**config.mk**
```make
export PLATFORM = sky130hd
export DESIGN_NAME = ram_overriding
export DESIGN_NICKNAME = d
export VERILOG_FILES = /design/src/rtl/ram_overriding.sv
export SDC_FILE = /design/constraint.sdc
export NUM_CORES = 2
export LEC_CHECK = 0
export ABC_AREA = 1
export ABC_CLOCK_PERIOD_IN_PS = 4400
export BUFFER_PORTS_ARGS = -buffer_cell sky130_fd_sc_hd__buf_2
export CORE_MARGIN = 4
export CORE_UTILIZATION = 34
export DETAILED_ROUTE_END_ITERATION = 10
export SLEW_MARGIN = 20
export SYNTH_ARGS = -nofsm -noshare
export SYNTH_HDL_FRONTEND = slang
export SYNTH_SLANG_ARGS = --single-unit
```
**constraint.sdc**
```tcl
create_clock -name clk -period 4.4 [get_ports clk]
set_input_delay 0.22 -clock clk [delete_from_list [all_inputs] [get_ports clk]]
set_output_delay 0.22 -clock clk [all_outputs]
set_load 0.05 [all_outputs]
```
**src/rtl/ram_overriding.sv**
```systemverilog
//------------------------------------------------------------------------------
// Module   : ram_overriding
// Function : 16x64 simple dual-port RAM whose read port bypasses a same-cycle
//            write to the same address.
// Revision : 1.0
//------------------------------------------------------------------------------
`default_nettype none

module ram_overriding #(
    parameter int DATA_WIDTH = 64,
    parameter int ADDR_WIDTH = 4,
    parameter int DEPTH      = 2 ** ADDR_WIDTH
) (
    input  logic                  clk,
    input  logic                  reset,
    input  logic                  re,
    input  logic                  we,
    input  logic [DATA_WIDTH-1:0] write_data,
    output logic [DATA_WIDTH-1:0] read_data,
    input  logic [ADDR_WIDTH-1:0] read_addr,
    input  logic [ADDR_WIDTH-1:0] write_addr
);

    logic [DATA_WIDTH-1:0] r_mem [DEPTH];
    logic [DATA_WIDTH-1:0] r_read_data;
    logic                  w_bypass;
    logic [DATA_WIDTH-1:0] w_read_next;

    // A write landing on the address being read wins over the stale word.
    assign w_bypass    = we && (write_addr == read_addr);
    assign w_read_next = w_bypass ? write_data : r_mem[read_addr];

    always_ff @(posedge clk) begin
        if (!reset) begin
            for (int i = 0; i < DEPTH; i++) begin
                r_mem[i] <= '0;
            end
            r_read_data <= '0;
        end else begin
            if (we) begin
                r_mem[write_addr] <= write_data;
            end
            if (re) begin
                r_read_data <= w_read_next;
            end
        end
    end

    assign read_data = r_read_data;

endmodule

`default_nettype wire

```
# Word level (Yosys, flattened, before mapping)
# Memories as Yosys holds them, arrays and structs flattened. A register that Yosys moved wholly into a read port is not among the register bits.
# Cells that the tools add are included.
op_classes:
  add_sub_neg: 0
  mul: 0
  div_mod_pow: 0
  n_lt_le_gt_ge: 0
  eq_ne: 0
  n_shift: 0
  n_mux: 7
  bitwise: 0
  reduce_logical: 2
op_table:
  columns: ["op", "count"]
  rows:
  - ["2-to-1 mux 64 bit", 1]
  - ["OR reduction 64 bit", 1]
  - ["2-to-1 mux 1 bit", 5]
  - ["2-to-1 mux 4 bit", 1]
  - ["zero test 1 bit", 1]
totals:
  regBits: 0
  latch_bits: 0
  ramBits: 1024
  romBits: 0
  output_inout_bits: 64
  mem_count: 1
mem_list:
  columns: ["name", "depth", "word_bits", "read_ports", "rd_clocked_by_memory_dff", "wr", "line_no", "rtl"]
  rows:
  - ["r_mem", 16, 64, 1, 1, 16, "24", "logic [DATA_WIDTH-1:0] r_mem [DEPTH];"]

# Logic depth before layout (Yosys ltp)
depth:
  ltp_word: 5
  ltp_mapped: 13

# Worst setup path before layout
# OpenSTA, ideal clock, no wires.
synth_timing:
  kind: "input to register"
  start: "input port reset"
  end: "memory r_mem[0][0] (enable)"
  setup_time_ps: 424
  arrival_time_ps: 2653
  path_slack_ps: 1323
  cell_stages: 7
  n_path_buf: 3
  path_cell_list: "buf_2 > nand2_1 > nor3_1 > nand2_1 > clkbuf_1 > buf_1 > nand2_1"
synth_lines:
  columns: ["element", "line_no", "rtl"]
  rows:
  - ["start: declaration", "15", "input logic reset,"]
  - ["end: declaration", "24", null]

==> impl_metrics.tcl <==
set metrics [dict create \
    yosysTopAreaCellShare 0.6187 \
    overflow 0 \
    cts.sinks 1088 \
    grt_pass1_wl_mm 235.9 \
    syn_to_final_growth_pct 12.04 \
    drtIter0Drc 4730 \
    grt_max_degree 155 \
    drv_cap 0 \
    slew_headroom 0.2482 \
    hold_slack_ns 0.1035 \
    path_cells "buf_2 -> nor2_1 -> nand2_4 -> nand2_4 -> buf_4" \
    vias_per_cell 5.215 \
    power_density_nw_per_um2 430.3 \
    synthCells 5327 \
    final_util 0.3830 \
    fmax_ghz 0.4058 \
    synth_edf_count 1024 \
    cp_data_required_time_ns 4.70 \
    synth_ff_type "edfxtp_1" \
    cts.path.max_buffers 3 \
    path_max_fanout 49 \
    tightest_slew_ns 1.128 \
    postCtsResizedCells 0 \
    dp_hpwl_mm 81.17 \
    synth_seq_cells 1088 \
    post_drt_wl_per_cell_um 22.10 \
    pin_count 140 \
    hold_violations 0 \
    slew_viol_final 0 \
    antenna_cells 0 \
    die_w_um 390.3 \
    postCtsSetupBuffers 0 \
    vias 37790 \
    cts_hold_buf 0 \
    cts_tree "done" \
    tns_ns 0 \
    finClkSkew_ns 0.02743 \
    ant_nets 0 \
    antenna_found_initial 5 \
    seq_area_frac_synth 0.6444 \
    setup_violations 0 \
    grt.total_usage 0.2048 \
    dieArea_um2 152400 \
    cts_root_buffer "clkbuf_16" \
    synth_area_leaders "edfxtp_1, nor2_1, nand2_1" \
    cp_slowest_cell "buf_4" \
    yosysWarnings 0 \
    htreeDepth 3 \
    nets 5307 \
    portBuffers 139 \
    die_y_um 390.3 \
    clkSlewWorstSetupHoldPaths_ns 0.06 \
    first_pass_iters 6 \
    yosysTopAreaCell "edfxtp_1" \
    gp_congestion 0.7811 \
    core_area_um2 145400 \
    leakagePower_nw 22.74 \
    drive_above_1_share 0.07713 \
    drcViolationCount 0 \
    rows 140 \
    synth-async-reset-ratio 0 \
    cp_common_cell "nand2_4" \
    fin_crit_sh 0.5601 \
    worst_setup_path_end_kind "flip-flop" \
    worstHoldPathType "in2reg" \
    cp.arrival_ns 2.77 \
    grt_pass1_vias 36100 \
    clk_latency_ns 0.70 \
    synth.cell_area_um2 49700 \
    syn_nets 5403 \
    numCtsBuffers 113 \
    ir_drop_mv 0.2715 \
    path_class "in2reg" \
    wl_mm 160.1 \
    status "completed" \
    max_stage_delay_ns 0.85 \
    cp-start-kind "primary input" \
    avgSynthCellArea_um2 9.331 \
    initial_core_util 0.3419 \
    grt_setup_unrepaired "false" \
    post-route-min-period_ns 2.464 \
    yosysUniqueCellTypes 21 \
]
## kinds of logic (layout without fill, tap and decap cells)
kind of cell,after synthesis,count (layout),synth area share
AOI/OAI and AO/OA,408,408,0.04695
and+or+nand+nor,2953,2953,0.2371
xor gates and xnor gates,1,1,0.0001762
DFF,1088,1088,0.6444
buffers and inverters,877,879,0.07137
## per-layer routing
layer	GRT usage	vias up	part of all wire
met5	0	-	0.000081
met4	0.05712	2	0.028
met3	0.03364	268	0.091
met2	0.3297	1870	0.46
met1	0.2866	18490	0.42
li1	-	17160	-
## placed cells by master, fill, tap and decap left out, drive strengths merged, types with 5 or more instances in the layout
cell	n
nand3	550
nor3	5
clkinvlp	5
nor2	1355
dfxtp	64
buf	211
o211ai	85
bufinv	9
inv	394
o21ai	227
clkbuf	159
a21oi	64
o21bai	31
nand2	1043
clkinv	101
edfxtp	1024
## critical path, delay by kind of cell
kind / cells / cell delay, ns
buffers and inverters: 2 / 1.01
and+or+nand+nor: 3 / 1.48
## power breakdown
part,switching (mW),total (mW),internal (mW)
logic,1.70,2.21,0.515
registers,0.185,12.1,11.9
clock network,4.11,9.65,5.54
## metrics by stage
stage / power [mW] / std cells / setup WS (ns) / cell area [µm²]
finish: 23.96 / 7246 / 1.936 / 55690
detailed placement: 14.52 / 7033 / 1.235 / 51990
global route: 24.70 / 7246 / 1.852 / 55690
floorplan: 13.71 / 5327 / 1.323 / 49700
CTS: 24.05 / 7246 / 2.003 / 55690
global placement: 14.49 / 7033 / 1.309 / 51990
## cells in the mapped netlist, types with 7 or more instances
library cell	n
buf_4	23
nand2_1	1043
nand3_1	550
buf_1	54
edfxtp_1	1024
clkinv_1	64
dfxtp_1	64
o21ai_0	227
inv_1	388
clkbuf_1	245
buf_2	93
o21bai_1	31
a21oi_1	64
buf_6	7
nor2_1	1355
o211ai_1	85
## area by class of cell
class                           instances  area (µm²)
Fill cell                           14340       89700
Sequential cell                      1088       32030
Multi-Input combinational cell       3362       14370
Clock buffer                          159        3173
Tap cell                             1917        2399
Inverter                              455        1730
Timing Repair Buffer                  211        1454
Clock inverter                         54       525.5
## flip-flops by register name, summed over array words and instances (netlist names)
register and cells:
r_mem 1024, read_data 64
## worst paths after layout
path / start / endpoint / slack (ns) / cells past startpoint
max: write_addr[1] / r_mem[12][55] / 1.94 / 5
min reg2reg: read_data[6] / read_data[6] / 0.53 / 2
max reg2reg: r_mem[12][44] / read_data[44] / 2.99 / 8
min: re / read_data[49] / 0.10 / 3
(Power assumes the default switching activity.)
